**src/rtl/morph_pkg.sv**
```systemverilog
// Shared definitions for the 5x5 morphology datapath (window generator,
// dilate and erode cores).
package morph_pkg;

    localparam int PIX_W           = 8;
    localparam int WIN             = 5;
    localparam int DEF_IMG_WIDTH   = 64;
    localparam int DEF_IMG_HEIGHT  = 64;

    typedef logic [PIX_W-1:0] pix_t;

    // Larger of two pixels; the building block of the dilate max tree.
    function automatic pix_t pix_max(input pix_t a, input pix_t b);
        pix_t m;
        if (a > b) begin
            m = a;
        end else begin
            m = b;
        end
        return m;
    endfunction

endpackage

```
**src/rtl/morph_line_buffer.sv**
```systemverilog
// Single-row pixel delay: combinational read of the old contents at addr,
// synchronous write of din at the same addr. Storage is never reset; the
// window generator masks stale contents with its row/column gates.
module morph_line_buffer #(
    parameter int DEPTH = 64,
    parameter int PIX_W = 8
) (
    input  logic                     clk,
    input  logic                     en,
    input  logic [$clog2(DEPTH)-1:0] addr,
    input  logic [PIX_W-1:0]         din,
    output logic [PIX_W-1:0]         dout
);

    logic [PIX_W-1:0] mem_r [DEPTH];

    assign dout = mem_r[addr];

    // Write the incoming pixel after its predecessor has been read out.
    always_ff @(posedge clk) begin
        if (en) begin
            mem_r[addr] <= din;
        end
    end

endmodule

```
**src/rtl/morph_window_5x5.sv**
```systemverilog
// Streaming 5x5 neighbourhood generator. Four cascaded line buffers feed a
// 5x5 shift window; every accepted pixel that completes an interior window
// loads the 25 registered outputs w0..w24 (row-major, centre at w12).
module morph_window_5x5
    import morph_pkg::*;
#(
    parameter int IMG_WIDTH  = DEF_IMG_WIDTH,
    parameter int IMG_HEIGHT = DEF_IMG_HEIGHT
) (
    input  logic             clk,
    input  logic             rst_n,
    input  logic             in_valid,
    input  logic             in_sof,
    input  logic [PIX_W-1:0] in_pixel,
    output logic             out_valid,
    output logic             out_last,
    output logic [PIX_W-1:0] w0,
    output logic [PIX_W-1:0] w1,
    output logic [PIX_W-1:0] w2,
    output logic [PIX_W-1:0] w3,
    output logic [PIX_W-1:0] w4,
    output logic [PIX_W-1:0] w5,
    output logic [PIX_W-1:0] w6,
    output logic [PIX_W-1:0] w7,
    output logic [PIX_W-1:0] w8,
    output logic [PIX_W-1:0] w9,
    output logic [PIX_W-1:0] w10,
    output logic [PIX_W-1:0] w11,
    output logic [PIX_W-1:0] w12,
    output logic [PIX_W-1:0] w13,
    output logic [PIX_W-1:0] w14,
    output logic [PIX_W-1:0] w15,
    output logic [PIX_W-1:0] w16,
    output logic [PIX_W-1:0] w17,
    output logic [PIX_W-1:0] w18,
    output logic [PIX_W-1:0] w19,
    output logic [PIX_W-1:0] w20,
    output logic [PIX_W-1:0] w21,
    output logic [PIX_W-1:0] w22,
    output logic [PIX_W-1:0] w23,
    output logic [PIX_W-1:0] w24
);

    localparam int COL_W  = $clog2(IMG_WIDTH);
    localparam int ROW_W  = $clog2(IMG_HEIGHT);
    localparam int NLB    = WIN - 1;
    localparam int NWIN   = WIN * WIN;

    localparam logic [COL_W-1:0] COL_LAST = COL_W'(IMG_WIDTH - 1);
    localparam logic [ROW_W-1:0] ROW_LAST = ROW_W'(IMG_HEIGHT - 1);
    localparam logic [COL_W-1:0] COL_MIN  = COL_W'(WIN - 1);
    localparam logic [ROW_W-1:0] ROW_MIN  = ROW_W'(WIN - 1);

    logic [COL_W-1:0] col_r;
    logic [ROW_W-1:0] row_r;
    logic [COL_W-1:0] cur_col_s;
    logic [ROW_W-1:0] cur_row_s;
    logic [COL_W-1:0] nxt_col_s;
    logic [ROW_W-1:0] nxt_row_s;
    logic             win_fire_s;
    logic             frame_end_s;

    pix_t lb_dout_s  [NLB];
    pix_t col_in_s   [WIN];
    pix_t win_r      [WIN][WIN];
    pix_t win_next_s [WIN][WIN];
    pix_t out_win_r  [NWIN];
    logic out_valid_r;
    logic out_last_r;

    // Position of the pixel on in_pixel (sof forces the origin) and its successor.
    always_comb begin
        cur_col_s = col_r;
        cur_row_s = row_r;
        nxt_col_s = col_r;
        nxt_row_s = row_r;
        if (in_sof) begin
            cur_col_s = {COL_W{1'b0}};
            cur_row_s = {ROW_W{1'b0}};
        end else begin
            cur_col_s = col_r;
            cur_row_s = row_r;
        end
        if (cur_col_s == COL_LAST) begin
            nxt_col_s = {COL_W{1'b0}};
            if (cur_row_s == ROW_LAST) begin
                nxt_row_s = {ROW_W{1'b0}};
            end else begin
                nxt_row_s = cur_row_s + ROW_W'(1);
            end
        end else begin
            nxt_col_s = cur_col_s + COL_W'(1);
            nxt_row_s = cur_row_s;
        end
    end

    // A window is complete only with four full rows above and four columns to the left.
    always_comb begin
        win_fire_s  = in_valid && (cur_row_s >= ROW_MIN) && (cur_col_s >= COL_MIN);
        frame_end_s = win_fire_s && (cur_row_s == ROW_LAST) && (cur_col_s == COL_LAST);
    end

    // Raster position counters, advanced once per accepted pixel.
    always_ff @(posedge clk or negedge rst_n) begin
        if (!rst_n) begin
            col_r <= {COL_W{1'b0}};
            row_r <= {ROW_W{1'b0}};
        end else if (in_valid) begin
            col_r <= nxt_col_s;
            row_r <= nxt_row_s;
        end
    end

    genvar k;
    generate
        for (k = 0; k < NLB; k++) begin : g_lb
            if (k == 0) begin : g_first
                morph_line_buffer #(
                    .DEPTH (IMG_WIDTH),
                    .PIX_W (PIX_W)
                ) u_lb (
                    .clk  (clk),
                    .en   (in_valid),
                    .addr (cur_col_s),
                    .din  (in_pixel),
                    .dout (lb_dout_s[k])
                );
            end else begin : g_next
                morph_line_buffer #(
                    .DEPTH (IMG_WIDTH),
                    .PIX_W (PIX_W)
                ) u_lb (
                    .clk  (clk),
                    .en   (in_valid),
                    .addr (cur_col_s),
                    .din  (lb_dout_s[k-1]),
                    .dout (lb_dout_s[k])
                );
            end
        end
    endgenerate

    // New right-hand column: oldest row (lb3) on top, live pixel at the bottom.
    always_comb begin
        col_in_s[WIN-1] = in_pixel;
        for (int i = 0; i < NLB; i++) begin
            col_in_s[WIN-2-i] = lb_dout_s[i];
        end
    end

    // Window contents after shifting every row one column left.
    always_comb begin
        for (int i = 0; i < WIN; i++) begin
            for (int j = 0; j < WIN - 1; j++) begin
                win_next_s[i][j] = win_r[i][j+1];
            end
            win_next_s[i][WIN-1] = col_in_s[i];
        end
    end

    // Internal shift window, updated on every accepted pixel.
    always_ff @(posedge clk or negedge rst_n) begin
        if (!rst_n) begin
            for (int i = 0; i < WIN; i++) begin
                for (int j = 0; j < WIN; j++) begin
                    win_r[i][j] <= {PIX_W{1'b0}};
                end
            end
        end else if (in_valid) begin
            win_r <= win_next_s;
        end
    end

    // Output window registers: loaded only for complete interior windows, held otherwise.
    always_ff @(posedge clk or negedge rst_n) begin
        if (!rst_n) begin
            for (int n = 0; n < NWIN; n++) begin
                out_win_r[n] <= {PIX_W{1'b0}};
            end
        end else if (win_fire_s) begin
            for (int i = 0; i < WIN; i++) begin
                for (int j = 0; j < WIN; j++) begin
                    out_win_r[WIN*i+j] <= win_next_s[i][j];
                end
            end
        end
    end

    // One-cycle valid / end-of-frame strobes.
    always_ff @(posedge clk or negedge rst_n) begin
        if (!rst_n) begin
            out_valid_r <= 1'b0;
            out_last_r  <= 1'b0;
        end else begin
            out_valid_r <= win_fire_s;
            out_last_r  <= frame_end_s;
        end
    end

    assign out_valid = out_valid_r;
    assign out_last  = out_last_r;

    assign w0  = out_win_r[0];
    assign w1  = out_win_r[1];
    assign w2  = out_win_r[2];
    assign w3  = out_win_r[3];
    assign w4  = out_win_r[4];
    assign w5  = out_win_r[5];
    assign w6  = out_win_r[6];
    assign w7  = out_win_r[7];
    assign w8  = out_win_r[8];
    assign w9  = out_win_r[9];
    assign w10 = out_win_r[10];
    assign w11 = out_win_r[11];
    assign w12 = out_win_r[12];
    assign w13 = out_win_r[13];
    assign w14 = out_win_r[14];
    assign w15 = out_win_r[15];
    assign w16 = out_win_r[16];
    assign w17 = out_win_r[17];
    assign w18 = out_win_r[18];
    assign w19 = out_win_r[19];
    assign w20 = out_win_r[20];
    assign w21 = out_win_r[21];
    assign w22 = out_win_r[22];
    assign w23 = out_win_r[23];
    assign w24 = out_win_r[24];

endmodule

```
**config.mk**
```make
export PLATFORM = sky130hd
export DESIGN_NAME = morph_window_5x5
export DESIGN_NICKNAME = d
export VERILOG_FILES = /design/src/rtl/morph_pkg.sv /design/src/rtl/morph_line_buffer.sv /design/src/rtl/morph_window_5x5.sv
export SDC_FILE = /design/constraint.sdc
export NUM_CORES = 2
export LEC_CHECK = 0
export ABC_CLOCK_PERIOD_IN_PS = 8850
export CORE_ASPECT_RATIO = 0.7
export CORE_UTILIZATION = 48
export DETAILED_ROUTE_END_ITERATION = 10
export PLACE_DENSITY = 0.66
export SLEW_MARGIN = 20
export SYNTH_ARGS = -nofsm -noshare
export SYNTH_HDL_FRONTEND = slang
export SYNTH_HIERARCHICAL = 1
export SYNTH_SLANG_ARGS = --single-unit
```
**constraint.sdc**
```tcl
create_clock -name clk -period 8.85 [get_ports clk]
set_input_delay 1.77 -clock clk [delete_from_list [all_inputs] [get_ports clk]]
set_output_delay 1.77 -clock clk [all_outputs]
set_load 0.02 [all_outputs]
```
==> out/metrics.csv <==
metric;value;unit
worstPathRequired;9350;ps
nFillCells;15173;
cellLeakagePower;36.1;nW
place_hpwl;152;mm
cts.htree.levels;4;
layout-area-overhead-vs-synth;12.5;%
cts-root-to-sink-buffers;4;
drv_cap;0;
post_drt_via_cell_ratio;6.28;
drtIter0Drc;6915;
overflow;0;
final_layout_size_suffix_gt1_frac;0.169;
grt_pass1_wl;361;mm
mappedNetlistNets;5528;
fin_area;108000;sq um
layoutNonFillerInstCount;8545;
fin_util;0.546;
timing_max_transition_violations_final;0;
ant_nets;0;
worstMarginPinSlew;1130;ps
finalNetCount;5753;
status;completed;
synth_async_sr_flop_share;0.154;
final-setup-viol-count;0;
netlist_instances;5512;
via_count_of_the_first_global_routing_pass;51988;
route.vias.total;53641;
cp-start-kind;input port;
postSynthAreaPerCell;17.4;sq um
final_min_period_over_clock_period;0.777;
dp_cells;8129;
timing.setup.tns;0;ps
root_buffer;sky130_fd_sc_hd__clkbuf_16;
count_of_flip_flops_with_a_built_in_enable_after_synthesis;2048;
max_freq;145;MHz
design.die.area;201000;sq um
fp.coreArea;197000;sq um
worstSetupPathType;in2reg;
worst_slew_margin_rel;0.246;
cp.arrival;7380;ps
track_usage;0.242;
grt_setup_unrepaired;false;
remaining_drc_errors;0;
tritoncts.num_buffers;228;
fin_skew;82.2;ps
port-buffer-count;213;
hold_viol_final;0;
globalplace.congestion;0.909;
post-cts-setup-buffers;0;
tritoncts;done;
post_synth_instance_area;95800;sq um
post_cts_resized;0;
antenna_found_initial;5;
power.density_cell_area;256;nW/um^2
fin_crit;6880;ps
ir_worst_vdd;0.170;mV
maximum_number_of_pins_on_one_net_before_global_route_repair;142;
yosysSeqAreaShare;0.740;
clk_pin_slew_worst_paths;60;ps
hold_slack;484;ps
register_ranked_first_by_flip_flop_count;g_lb.g_next.u_lb/mem_r;
synth_seq_cells;2422;
floorplan.initialDensity;0.486;
worst-path-max-fanout;127;
die_w;536;um
worstSetupEndpointType;register;
finalWirelength;247;mm
placedInstanceArea;101000;sq um
die_y;376;um
cts_sinks;2422;
wl_per_instance;28.9;um
largest_register_ffs;1536;
row_count;136;
post_synth_cell_types;67;
ys_dominant_reg_cell;sky130_fd_sc_hd__edfxtp_1;
worstSkewPairLatency;900;ps
top_level_ports;214;
hold_depth;1;
depth_of_the_worst_register_to_register_path;9;
yosys_warnings;6;
firstDrtPassIters;6;
cts-hold-fix-buffers;0;
hold_path_class;reg2reg;
==> final cells by class <==
| class | instances | area (sq um) | share of cell area |
|---|---|---|---|
| antenna | 1 | 2.50 | 0.0000232 |
| clock buffer | 299 | 6150 | 0.0571 |
| clock inverter | 116 | 990 | 0.00919 |
| inverter | 21 | 93.8 | 0.000871 |
| multi-input combinational | 2702 | 23000 | 0.214 |
| sequential | 2422 | 70900 | 0.658 |
| tap | 2622 | 3280 | 0.0304 |
| timing repair buffer | 362 | 3350 | 0.0311 |
==> per-layer routing <==
metal,part of all wire,vias up,global-route usage
met5,0.00011,-,0
met4,0.028,4,0.0652
met3,0.11,463,0.0582
met2,0.43,3052,0.348
met1,0.43,27696,0.369
li1,-,22426,-
==> power breakdown <==
group	internal, W	switching, W	total (W)	leakage, nW
Sequential	0.0137	0.000293	0.0140	23.3
Combinational	0.00118	0.00281	0.00399	9.24
Clock	0.00532	0.00419	0.00952	3.50
==> through the flow <==
step                setup slack [ps]  total power [W]
finish                          1970           0.0275
global route                    1760           0.0284
global placement                1470           0.0181
floorplan                       2830           0.0166
CTS                             2150           0.0277
detailed placement              1260           0.0182
==> final timing paths <==
check                         start                               to  slack, ps
max                          in_sof  g_lb[3].g_next.u_lb/mem_r[4][4]       1970
min                           w3[6]                            w3[6]        480
max reg2reg                col_r[2]  g_lb[3].g_next.u_lb/mem_r[4][4]       3590
min reg2reg                   w3[6]                            w3[6]        480
max in group asynchronous     rst_n                           w20[2]       6720
min in group asynchronous     rst_n                            w9[6]        840
==> placed cells by master, fill, tap and decap left out, types with 28 or more instances in the layout <==
cell type                            n
sky130_fd_sc_hd__o2bb2ai_1          29
sky130_fd_sc_hd__nor2b_1            33
sky130_fd_sc_hd__mux2_1            125
sky130_fd_sc_hd__o221ai_1           36
sky130_fd_sc_hd__mux4_2            164
sky130_fd_sc_hd__clkinv_2           44
sky130_fd_sc_hd__nand3b_1           49
sky130_fd_sc_hd__a21oi_1           114
sky130_fd_sc_hd__a32oi_1            28
sky130_fd_sc_hd__clkbuf_16         232
sky130_fd_sc_hd__a221o_1            44
sky130_fd_sc_hd__mux2_4            109
sky130_fd_sc_hd__nand2b_1          100
sky130_fd_sc_hd__o22ai_1            90
sky130_fd_sc_hd__and2_1             36
sky130_fd_sc_hd__a22o_1             40
sky130_fd_sc_hd__buf_4             139
sky130_fd_sc_hd__a22oi_1           160
sky130_fd_sc_hd__o21ai_0            38
sky130_fd_sc_hd__mux2_2            175
sky130_fd_sc_hd__clkbuf_1           53
sky130_fd_sc_hd__mux2i_1           252
sky130_fd_sc_hd__and3_1             37
sky130_fd_sc_hd__nand3_1            36
sky130_fd_sc_hd__edfxtp_1         2048
sky130_fd_sc_hd__nand2_1           198
sky130_fd_sc_hd__nor2_1            324
sky130_fd_sc_hd__o22a_1             44
sky130_fd_sc_hd__a31oi_1            61
sky130_fd_sc_hd__clkdlybuf4s50_1   203
sky130_fd_sc_hd__a221oi_1           84
sky130_fd_sc_hd__clkinv_1           41
sky130_fd_sc_hd__dfrtp_1           374
==> logic make-up (layout without fill, tap and decap cells) <==
logic type / after synthesis / count (layout) / share of synthesized area
and+or+nand+nor: 965 / 965 / 0.0515
AOI/OAI and AO/OA: 906 / 906 / 0.0703
adders and majority gates: 4 / 4 / 0.000523
other: 0 / 1 / 0
DFF: 2422 / 2422 / 0.740
muxes: 825 / 825 / 0.117
buffers and inverters: 388 / 798 / 0.0204
xor gates and xnor gates: 2 / 2 / 0.000183
==> critical path, stage by stage <==
cell and delay [ps]:
sky130_fd_sc_hd__clkdlybuf4s50_1 840, sky130_fd_sc_hd__inv_2 290, sky130_fd_sc_hd__nand2_1 180, sky130_fd_sc_hd__inv_8 710, sky130_fd_sc_hd__inv_1 500, sky130_fd_sc_hd__mux4_2 470, sky130_fd_sc_hd__o32ai_1 100, sky130_fd_sc_hd__nor4_1 800
sky130_fd_sc_hd__nand4_1 950, sky130_fd_sc_hd__buf_4 610
==> Yosys cell counts (26+ instances only) <==
library cell / count / area share
sky130_fd_sc_hd__mux2_2: 175 / 0.021
sky130_fd_sc_hd__mux4_2: 164 / 0.039
sky130_fd_sc_hd__nand3_1: 36 / 0.0019
sky130_fd_sc_hd__nand2_1: 198 / 0.0078
sky130_fd_sc_hd__o221ai_1: 36 / 0.0033
sky130_fd_sc_hd__o22ai_1: 90 / 0.0059
sky130_fd_sc_hd__nor2b_1: 35 / 0.0023
sky130_fd_sc_hd__buf_6: 34 / 0.0040
sky130_fd_sc_hd__a31oi_1: 61 / 0.0040
sky130_fd_sc_hd__a22o_1: 40 / 0.0037
sky130_fd_sc_hd__dfrtp_1: 374 / 0.098
sky130_fd_sc_hd__mux2_4: 109 / 0.017
sky130_fd_sc_hd__buf_2: 131 / 0.0068
sky130_fd_sc_hd__and2_1: 36 / 0.0024
sky130_fd_sc_hd__a221oi_1: 84 / 0.0077
sky130_fd_sc_hd__o21ai_0: 38 / 0.0020
sky130_fd_sc_hd__mux2_1: 125 / 0.015
sky130_fd_sc_hd__o22a_1: 44 / 0.0040
sky130_fd_sc_hd__o2bb2ai_1: 29 / 0.0027
sky130_fd_sc_hd__edfxtp_1: 2048 / 0.64
sky130_fd_sc_hd__nand3b_1: 49 / 0.0038
sky130_fd_sc_hd__mux2i_1: 252 / 0.026
sky130_fd_sc_hd__and3_1: 37 / 0.0024
sky130_fd_sc_hd__nor2_1: 331 / 0.013
sky130_fd_sc_hd__a22oi_1: 160 / 0.013
sky130_fd_sc_hd__a221o_1: 44 / 0.0046
sky130_fd_sc_hd__nand2b_1: 100 / 0.0065
sky130_fd_sc_hd__clkbuf_1: 155 / 0.0061
sky130_fd_sc_hd__a32oi_1: 28 / 0.0026
sky130_fd_sc_hd__and4_1: 26 / 0.0024
sky130_fd_sc_hd__a21oi_1: 114 / 0.0060
(Power assumes the default switching activity.)
